==> src/rtl/conv4_psum_accum_if.sv <==
// conv4_psum_accum_if: handshake bundle between the conv4 PE-row psum source,
// the accumulation/requantisation stage and the activation write-back consumer.
// The master side is the environment (psum source + consumer); the slave side
// is conv4_psum_accum itself.
interface conv4_psum_accum_if #(
   parameter int DATA_W = 8,
   parameter int ACC_W  = 24
);
   // psum input channel
   logic                  psum_valid;
   logic                  psum_ready;
   logic [2*DATA_W-1:0]   psum_in;
   logic [ACC_W-1:0]      bias;
   logic [4:0]            shift;

   // requantised pixel output channel
   logic                  out_valid;
   logic                  out_ready;
   logic [DATA_W-1:0]     out_data;

   // status
   logic                  busy;
   logic                  sat_flag;

   modport master (
      output psum_valid, psum_in, bias, shift, out_ready,
      input  psum_ready, out_valid, out_data, busy, sat_flag
   );

   modport slave (
      input  psum_valid, psum_in, bias, shift, out_ready,
      output psum_ready, out_valid, out_data, busy, sat_flag
   );
endinterface

==> src/rtl/conv4_psum_accum.sv <==
// conv4_psum_accum: accumulates NUM_TERMS signed partial sums per output pixel,
// adds the per-pixel bias, rounds half-up, arithmetic-shifts and saturates to
// DATA_W bits, then queues the pixel in a first-word-fall-through FIFO.
// Build option: define RELU4_EN to clamp negative results to zero before
// saturation (negatives then never raise sat_flag).
module conv4_psum_accum #(
   parameter int DATA_W     = 8,
   parameter int ACC_W      = 24,
   parameter int NUM_TERMS  = 9,
   parameter int FIFO_DEPTH = 4
) (
   input logic                clk,
   input logic                rstn,
   conv4_psum_accum_if.slave  bus
);

   // ------------------------------------------------------------------
   // Local constants
   // ------------------------------------------------------------------
   localparam int CNT_W = $clog2(NUM_TERMS + 1);
   localparam int PTR_W = (FIFO_DEPTH < 2) ? 1 : $clog2(FIFO_DEPTH);

   localparam logic [1:0] S_IDLE  = 2'd0;
   localparam logic [1:0] S_ACC   = 2'd1;
   localparam logic [1:0] S_QUANT = 2'd2;
   localparam logic [1:0] S_PUSH  = 2'd3;

   localparam logic [CNT_W-1:0] LAST_CNT = CNT_W'(NUM_TERMS - 1);

   // One extra bit of headroom so the rounding constant never overflows
   localparam logic signed [ACC_W:0] RND_ONE = {{ACC_W{1'b0}}, 1'b1};
   localparam logic signed [ACC_W:0] SAT_MAX = (ACC_W+1)'(2**(DATA_W-1) - 1);
   localparam logic signed [ACC_W:0] SAT_MIN = ~SAT_MAX;

   // ------------------------------------------------------------------
   // Requantisation: round half up, arithmetic shift, optional ReLU,
   // saturate. Returns {clamped, value}.
   // ------------------------------------------------------------------
   function automatic logic [DATA_W:0] requant_f(
      input logic signed [ACC_W-1:0] acc_v,
      input logic        [4:0]       sh_v
   );
      logic signed [ACC_W:0] ext_v;
      logic signed [ACC_W:0] rnd_v;
      logic signed [ACC_W:0] shr_v;
      logic        [DATA_W:0] res_v;
      ext_v = {acc_v[ACC_W-1], acc_v};
      if (sh_v == 5'd0) begin
         rnd_v = '0;
      end else begin
         rnd_v = RND_ONE << (sh_v - 5'd1);
      end
      shr_v = (ext_v + rnd_v) >>> sh_v;
`ifdef RELU4_EN
      shr_v = shr_v[ACC_W] ? '0 : shr_v;
`endif
      if (shr_v > SAT_MAX) begin
         res_v = {1'b1, SAT_MAX[DATA_W-1:0]};
      end else if (shr_v < SAT_MIN) begin
         res_v = {1'b1, SAT_MIN[DATA_W-1:0]};
      end else begin
         res_v = {1'b0, shr_v[DATA_W-1:0]};
      end
      return res_v;
   endfunction

   // ------------------------------------------------------------------
   // State
   // ------------------------------------------------------------------
   logic [1:0]              state_q, state_d;
   logic [ACC_W-1:0]        acc_q,   acc_d;
   logic [CNT_W-1:0]        cnt_q,   cnt_d;
   logic [4:0]              shift_q, shift_d;
   logic [DATA_W-1:0]       res_q,   res_d;
   logic                    sat_q,   sat_d;
   logic                    ready_q, ready_d;

   logic [DATA_W-1:0]       mem_q [FIFO_DEPTH];
   logic [PTR_W:0]          wr_ptr_q;
   logic [PTR_W:0]          rd_ptr_q;

   logic                    xfer_s;
   logic                    push_s;
   logic                    pop_s;
   logic                    full_s;
   logic                    empty_s;
   logic [ACC_W-1:0]        psum_ext_s;
   logic [DATA_W:0]         quant_s;

   // ------------------------------------------------------------------
   // Combinational helpers
   // ------------------------------------------------------------------
   assign xfer_s     = bus.psum_valid & ready_q;
   assign psum_ext_s = {{(ACC_W - 2*DATA_W){bus.psum_in[2*DATA_W-1]}}, bus.psum_in};
   assign quant_s    = requant_f(acc_q, shift_q);

   assign empty_s = (wr_ptr_q == rd_ptr_q);
   assign full_s  = (wr_ptr_q[PTR_W-1:0] == rd_ptr_q[PTR_W-1:0]) &&
                    (wr_ptr_q[PTR_W]     != rd_ptr_q[PTR_W]);
   assign pop_s   = ~empty_s & bus.out_ready;

   // Next-state logic of the accumulate / requantise / push sequencer
   always_comb begin
      state_d = state_q;
      acc_d   = acc_q;
      cnt_d   = cnt_q;
      shift_d = shift_q;
      res_d   = res_q;
      sat_d   = sat_q;
      push_s  = 1'b0;
      case (state_q)
         S_IDLE: begin
            if (xfer_s) begin
               acc_d   = bus.bias + psum_ext_s;
               shift_d = bus.shift;
               cnt_d   = CNT_W'(1);
               state_d = (NUM_TERMS == 1) ? S_QUANT : S_ACC;
            end else begin
               state_d = S_IDLE;
            end
         end
         S_ACC: begin
            if (xfer_s) begin
               // Accumulator wraps silently; ACC_W is sized to avoid it
               acc_d = acc_q + psum_ext_s;
               cnt_d = cnt_q + CNT_W'(1);
               if (cnt_q == LAST_CNT) begin
                  state_d = S_QUANT;
               end else begin
                  state_d = S_ACC;
               end
            end else begin
               state_d = S_ACC;
            end
         end
         S_QUANT: begin
            res_d   = quant_s[DATA_W-1:0];
            if (quant_s[DATA_W]) begin
               sat_d = 1'b1;
            end else begin
               sat_d = sat_q;
            end
            state_d = S_PUSH;
         end
         S_PUSH: begin
            // Full is checked in this same cycle, so a push never meets a
            // pop on a full FIFO
            if (!full_s) begin
               push_s  = 1'b1;
               acc_d   = '0;
               cnt_d   = '0;
               state_d = S_IDLE;
            end else begin
               state_d = S_PUSH;
            end
         end
         default: begin
            state_d = S_IDLE;
            acc_d   = '0;
            cnt_d   = '0;
         end
      endcase
      // Ready is registered so it stays low through reset and rises one
      // cycle after release
      ready_d = (state_d == S_IDLE) || (state_d == S_ACC);
   end

   // Sequencer, accumulator and status registers
   always_ff @(posedge clk or negedge rstn) begin
      if (!rstn) begin
         state_q <= S_IDLE;
         acc_q   <= '0;
         cnt_q   <= '0;
         shift_q <= 5'd0;
         res_q   <= '0;
         sat_q   <= 1'b0;
         ready_q <= 1'b0;
      end else begin
         state_q <= state_d;
         acc_q   <= acc_d;
         cnt_q   <= cnt_d;
         shift_q <= shift_d;
         res_q   <= res_d;
         sat_q   <= sat_d;
         ready_q <= ready_d;
      end
   end

   // Output FIFO storage and pointers (extra pointer bit separates full/empty)
   always_ff @(posedge clk or negedge rstn) begin
      if (!rstn) begin
         wr_ptr_q <= '0;
         rd_ptr_q <= '0;
         for (int i = 0; i < FIFO_DEPTH; i++) begin
            mem_q[i] <= '0;
         end
      end else begin
         if (push_s) begin
            mem_q[wr_ptr_q[PTR_W-1:0]] <= res_q;
            wr_ptr_q <= wr_ptr_q + (PTR_W+1)'(1);
         end
         if (pop_s) begin
            rd_ptr_q <= rd_ptr_q + (PTR_W+1)'(1);
         end
      end
   end

   // ------------------------------------------------------------------
   // Outputs (all decoded directly from registers)
   // ------------------------------------------------------------------
   assign bus.psum_ready = ready_q;
   assign bus.out_valid  = ~empty_s;
   assign bus.out_data   = empty_s ? '0 : mem_q[rd_ptr_q[PTR_W-1:0]];
   assign bus.busy       = (state_q != S_IDLE);
   assign bus.sat_flag   = sat_q;

endmodule

==> src/flat_wrapper.sv <==
// flat-port wrapper written by rule: the top's interface ports become plain ports
module conv4_psum_accum_flat 
#(
   parameter int DATA_W     = 8,
   parameter int ACC_W      = 24,
   parameter int NUM_TERMS  = 9,
   parameter int FIFO_DEPTH = 4
)
  (clk, rstn, bus_psum_valid, bus_psum_in, bus_bias, bus_shift, bus_out_ready, bus_psum_ready, bus_out_valid, bus_out_data, bus_busy, bus_sat_flag);
  conv4_psum_accum_if #(.DATA_W(DATA_W), .ACC_W(ACC_W)) bus_i ();
  input logic clk;
  input logic rstn;
  input wire logic [$bits(bus_i.psum_valid)-1:0] bus_psum_valid;
  input wire logic [$bits(bus_i.psum_in)-1:0] bus_psum_in;
  input wire logic [$bits(bus_i.bias)-1:0] bus_bias;
  input wire logic [$bits(bus_i.shift)-1:0] bus_shift;
  input wire logic [$bits(bus_i.out_ready)-1:0] bus_out_ready;
  output wire logic [$bits(bus_i.psum_ready)-1:0] bus_psum_ready;
  output wire logic [$bits(bus_i.out_valid)-1:0] bus_out_valid;
  output wire logic [$bits(bus_i.out_data)-1:0] bus_out_data;
  output wire logic [$bits(bus_i.busy)-1:0] bus_busy;
  output wire logic [$bits(bus_i.sat_flag)-1:0] bus_sat_flag;
  assign bus_i.psum_valid = bus_psum_valid;
  assign bus_i.psum_in = bus_psum_in;
  assign bus_i.bias = bus_bias;
  assign bus_i.shift = bus_shift;
  assign bus_i.out_ready = bus_out_ready;
  assign bus_psum_ready = bus_i.psum_ready;
  assign bus_out_valid = bus_i.out_valid;
  assign bus_out_data = bus_i.out_data;
  assign bus_busy = bus_i.busy;
  assign bus_sat_flag = bus_i.sat_flag;
  conv4_psum_accum #(.DATA_W(DATA_W), .ACC_W(ACC_W), .NUM_TERMS(NUM_TERMS), .FIFO_DEPTH(FIFO_DEPTH)) u_core (.clk(clk), .rstn(rstn), .bus(bus_i));
endmodule
==> config.mk <==
export PLATFORM = sky130hd
export DESIGN_NAME = conv4_psum_accum_flat
export DESIGN_NICKNAME = d
export VERILOG_FILES = /design/src/rtl/conv4_psum_accum_if.sv /design/src/rtl/conv4_psum_accum.sv /design/src/flat_wrapper.sv
export SDC_FILE = /design/constraint.sdc
export NUM_CORES = 1
export LEC_CHECK = 0
export BUFFER_PORTS_ARGS = -buffer_cell sky130_fd_sc_hd__clkbuf_2
export CAP_MARGIN = 20
export CORE_ASPECT_RATIO = 0.5
export CORE_MARGIN = 3
export CORE_UTILIZATION = 63
export DETAILED_ROUTE_END_ITERATION = 8
export PLACE_DENSITY = 0.89
export SLEW_MARGIN = 0
export SYNTH_ARGS = -nofsm -noshare
export SYNTH_HDL_FRONTEND = slang
export SYNTH_SLANG_ARGS = --single-unit
==> constraint.sdc <==
create_clock -name clk -period 7.3 [get_ports clk]
set_input_delay 0.365 -clock clk [delete_from_list [all_inputs] [get_ports clk]]
set_output_delay 0.365 -clock clk [all_outputs]
set_load 0.1 [all_outputs]
# Yosys cells after proc, flatten, opt, wreduce, memory -nomap -nowiden
# Index checks and enable logic that the tools add are counted.
# op_classes
addsub	7
magnitude_cmp	5
eq_ne	11
shift	2
muxes	25
bitwise	5
reduce_logical	11
# ops
cell	count
$mux 24	3
$pmux 24 s3	1
$add 24x24->24	2
$bwmux 32	1
$mux 8	4
$add 24x25->25	1
$gt 25x8->1 const B	1
$lt 25x8->1 const B	1
$mux 25	1
$shl 1x5->25 const A	1
$sshr 25x5->25	1
$mux 9	2
$bmux 8 s2	1
$demux 8 s2	1
$mux 4	3
$pmux 4 s3	1
$pmux 2 s4	1
$add 3x1->3 const B	2
$ge 3x3->1 const B	2
$mux 2	3
$not 2->3	2
$logic_not 5->1	1
$sub 5x1->5 const B	1
$add 4x1->4 const B	1
19 further kinds	28
# word_totals
ff_bits	83
out_inout_bits	12
wordCells	79

# Logic depth before layout (Yosys ltp)
# logic_depth
depth_word	9
ltp_mapped	21
mapped_depth_nobuf	18

# Worst setup path before layout
# OpenSTA, ideal clock, no wires.
# synth_path
path_type	flip-flop to flip-flop
from	register u_core.shift_q[2]
to	register u_core.sat_q, in the netlist u_core.bus.sat_flag
t_arrival_ns	4.933
t_required_ns	7.168
setup_slack_ns	2.235
path_stages_with_launch	21
n_path_buf	5
synth_period_minus_slack_ns	5.065
path_cell_list	dfrtp_1 > clkbuf_1 > clkbuf_1 > clkbuf_1 > buf_1 > nand3_1 > nor2_1 > ha_1 > a21oi_1 > a21boi_0 > or4_1 > o211ai_1 > or3_1 > buf_2 > o21ai_0 > o22a_1 > a221oi_1 > and4b_1 > nand4_1 > o211ai_2 > or3b_1
# synth_via
elab_chain_len	9
elab_cells_between_ends	11
cone_classes	add/sub: 2; order compare: 2; shift: 2; mux: 3; reduce/logical: 2
# synth_lines
element	line_no	text
from (decl)	conv4_psum_accum.sv:73	logic [4:0] shift_q, shift_d;
from (signal assigned)	conv4_psum_accum.sv:182	shift_q <= shift_d;
$sub 5x1->5	conv4_psum_accum.sv:51	rnd_v = RND_ONE << (sh_v - 5'd1);
$shl 1x5->25	conv4_psum_accum.sv:51	
$mux 25	conv4_psum_accum.sv:48	if (sh_v == 5'd0) begin
$add 24x25->25	conv4_psum_accum.sv:53	shr_v = (ext_v + rnd_v) >>> sh_v;
$sshr 25x5->25 *	conv4_psum_accum.sv:53	
$lt 25x8->1	conv4_psum_accum.sv:59	end else if (shr_v < SAT_MIN) begin
$mux 9	conv4_psum_accum.sv:59	
$mux 9 *	conv4_psum_accum.sv:57	if (shr_v > SAT_MAX) begin
$reduce_and 2->1 (no source line) *	n/a	
to (signal assigned)	conv4_psum_accum.sv:184	sat_q <= sat_d;
to (decl)	conv4_psum_accum.sv:75	logic sat_q, sat_d;
# Mark *: on every way between the ends. The rest lies on a longest branch, timed or not.
# A chain may end at the register's enable or synchronous reset.

# Worst setup path after layout
# layout_path
from	register u_core.shift_q[0]
to	register u_core.sat_q, in the netlist u_core.bus.sat_flag
# Same word-level chain as after synthesis.

==> results.md <==
* CTS tree: built
* Minimum hold slack at -3.245 ps
* Worst-margin pin slew at 891.7 ps
* Initial DRC count at 1380
* Final Hold Fails at 2
* EDFF count, synth at 0
* Routed WL at 28140 um
* Height of the die at 89.90 um
* CTS Buf Count at 9
* Root Buffer: clkbuf_16
* Synthesized net count at 1174
* Critical path class: reg2reg
* Vias in the first global route at 8472
* Final worst slack at 1188 ps
* Largest net degree at the start of global routing at 84
* Starting Density at 67.15%
* Post-DRT Antenna Nets at 0
* Largest fanout on the critical path at 45
* P&R area growth vs syn at 7.830%
* Number of synthesized register bits at 83
* Synth Flop Type: dfrtp_1
* Min Tclk post-route at 6112 ps
* H-tree lvl count at 3
* Routed len/inst at 21.87 um
* Hpwl dp at 21280 um
* Core area at 0.01321 mm^2
* Startpoint types: register
* Post-route DRC at 0
* F_max at 0.1636 GHz
* Mapped Cells at 1069
* Clock Latency Late Sink at 350 ps
* Tcrit/Tclk final at 83.72%
* Via Count at 8971
* Register area share after synthesis at 23.42%
* First-pass GRT wire length at 44890 um
* Netlist cell types at 90
* DRT Pass-1 Iters at 6
* All-Layer GR Usage at 35.03%
* Gpl congestion at 1.022
* Diodes inserted at 0
* Met1 WL at 12200 um
* Post-CTS Setup Inserts at 0
* Crit path arrival time at 6340 ps
* Outcome: complete, but fails checks
* Place WS at 1458 ps
* Fill count at 1028
* # clock sinks at 83
* CP endpoint kind: register
* Met2 wire length at 12170 um
* Max Transition Viols Final at 0
* RSZ-0062 raised after global routing: no
* Worst slew margin at 40.09%
* Initial antenna violation count at 0
* Share of post-route cells with drive strength above 1 at 18.07%
* Vias per cell at 6.970
* Clk pin slew, worst setup/hold paths at 80 ps
* Die Width at 173.8 um
* Async SR Flop Fraction at 100.0%
* Final setup fails at 0
* Failing checks: hold timing
* DIE AREA at 0.01562 mm^2
* Setup TNS at 0 ps
* Uppermost layer routed: met4
* WP data required at 7520 ps
* Number of synthesis warnings at 0
* Max_cap viols at 0
* Row cnt at 29
* Post-Syn Area at 0.008869 mm^2
* PortBufs at 60
* Clock Path Buffers at 2
* Final nets at 1201
* Hold_buf cts at 0
* I/O pin count at 61
* Metal3 WL at 2977 um
* Total gr overflow at 0
* Syn_area_per_cell at 8.296 um^2
* Cts repair resizes at 0
* Clock skew at 9.923 ps
* Type of the tightest min-delay check: in2async
* Final Core Density at 72.40%
==> per-stage QoR <==
stage	instances	area [um^2]
after CTS	1286	9543
after floorplan	1069	8869
after detailed placement	1270	9259
final	1287	9563
after global routing	1287	9563
after global placement	1270	9259
==> metal layers <==
| layer | global-route usage [%] | vias up |
|---|---|---|
| met5 | 0 | - |
| met3 | 6.734 | 92 |
| met1 | 50.39 | 4213 |
| met4 | 9.759 | 0 |
| li1 | - | 4090 |
| met2 | 53.99 | 576 |
==> registers in the layout (all words and copies together), names as in the netlist <==
signal,cells
u_core.acc_q,24
u_core.bus.psum_ready,1
u_core.bus.sat_flag,1
u_core.cnt_q,4
u_core.mem_q,32
u_core.rd_ptr_q,3
u_core.res_q,8
u_core.shift_q,5
u_core.state_q,2
u_core.wr_ptr_q,3
==> layout make-up <==
class / instances / area, um^2 / area share [%]
clock inverters: 7 / 58.81 / 0.6149
clock buffers: 9 / 225.2 / 2.355
well taps: 186 / 232.7 / 2.434
inverters: 27 / 101.3 / 1.060
flip-flops and latches: 83 / 2077 / 21.72
multi-input cells: 901 / 6447 / 67.42
repair buffers: 74 / 420.4 / 4.396
==> synthesized netlist by cell type, drive strengths merged (5+ instances only) <==
cell type / number / area, um^2
mux2i: 18 / 180.2
o311ai: 5 / 43.80
mux4: 15 / 337.8
mux2: 60 / 679.4
o22ai: 11 / 68.82
nand2: 117 / 439.2
ha: 54 / 675.7
o21a: 10 / 75.07
a221oi: 6 / 58.80
o221ai: 9 / 78.83
nand4: 12 / 75.07
dfrtp: 83 / 2077
nand2b: 13 / 81.33
o32ai: 6 / 52.55
xnor2: 22 / 192.7
a211oi: 19 / 175.2
nor2b: 14 / 87.58
and4: 5 / 46.29
inv: 25 / 93.84
o21ai: 77 / 385.4
and2: 8 / 50.05
a21o: 15 / 112.6
and3: 12 / 80.08
nor3: 24 / 125.1
buf: 18 / 97.59
a221o: 6 / 60.06
o211a: 6 / 60.06
nand3: 27 / 135.1
clkbuf: 40 / 151.4
o31ai: 11 / 82.58
a21boi: 6 / 45.04
or3: 8 / 50.05
a31oi: 10 / 62.56
xor2: 24 / 210.2
a21oi: 70 / 369.1
nor2: 104 / 390.4
or2: 7 / 43.79
or4: 5 / 37.54
o211ai: 20 / 155.1
==> cell families after synthesis <==
kind of cell | share of synthesized area (%)
AND/OR/NAND/NOR | 20.12
AO/OA/AOI/OAI | 26.40
multiplexers | 13.50
buffers and inverters | 3.950
flip-flops | 23.42
adder cells (fa/ha/maj) | 8.070
XOR/XNOR | 4.543
==> final timing paths <==
check,from,to,slack [ps],cells past startpoint
min reg2reg,u_core.cnt_q[3]$_DFFE_PN0P_,u_core.cnt_q[3]$_DFFE_PN0P_,500,1
min,rstn,u_core.rd_ptr_q[2]$_DFFE_PN0P_,-3,1
max reg2reg,u_core.shift_q[0]$_DFFE_PN0P_,u_core.bus.sat_flag$_DFFE_PN0P_,1190,18
min in group clk,bus_shift[3],u_core.shift_q[3]$_DFFE_PN0P_,230,3
max in group asynchronous,rstn,u_core.acc_q[20]$_DFFE_PN0P_,6670,2
max,u_core.shift_q[0]$_DFFE_PN0P_,u_core.bus.sat_flag$_DFFE_PN0P_,1190,18
==> worst max-delay path, cell delays in order (launching register included) <==
cell and delay (ps):
dfrtp_1 370, buf_4 430, nand2_1 400, nor2_1 260, ha_1 260, inv_1 70
fa_1 400, nand2b_1 200, a21oi_2 300, o21a_1 300, o211ai_1 210, a21oi_1 520
o21ai_0 270, a221oi_1 470, or4bb_1 540, nor4_2 220, o211a_1 250, a211oi_2 120
or3b_1 370
==> cells in the final DEF, fill, tap and decap left out, types with 27 or more instances in the layout <==
cell type / netlist / final
a21oi_1: 65 / 65
clkbuf_2: 1 / 59
dfrtp_1: 83 / 83
ha_1: 54 / 54
mux2_2: 59 / 59
nand2_1: 117 / 117
nand3_1: 27 / 27
nor2_1: 104 / 104
o21ai_0: 74 / 74
Power is not shown: default switching activity piles up to over one toggle a cycle in this logic, so the estimate is an artifact.
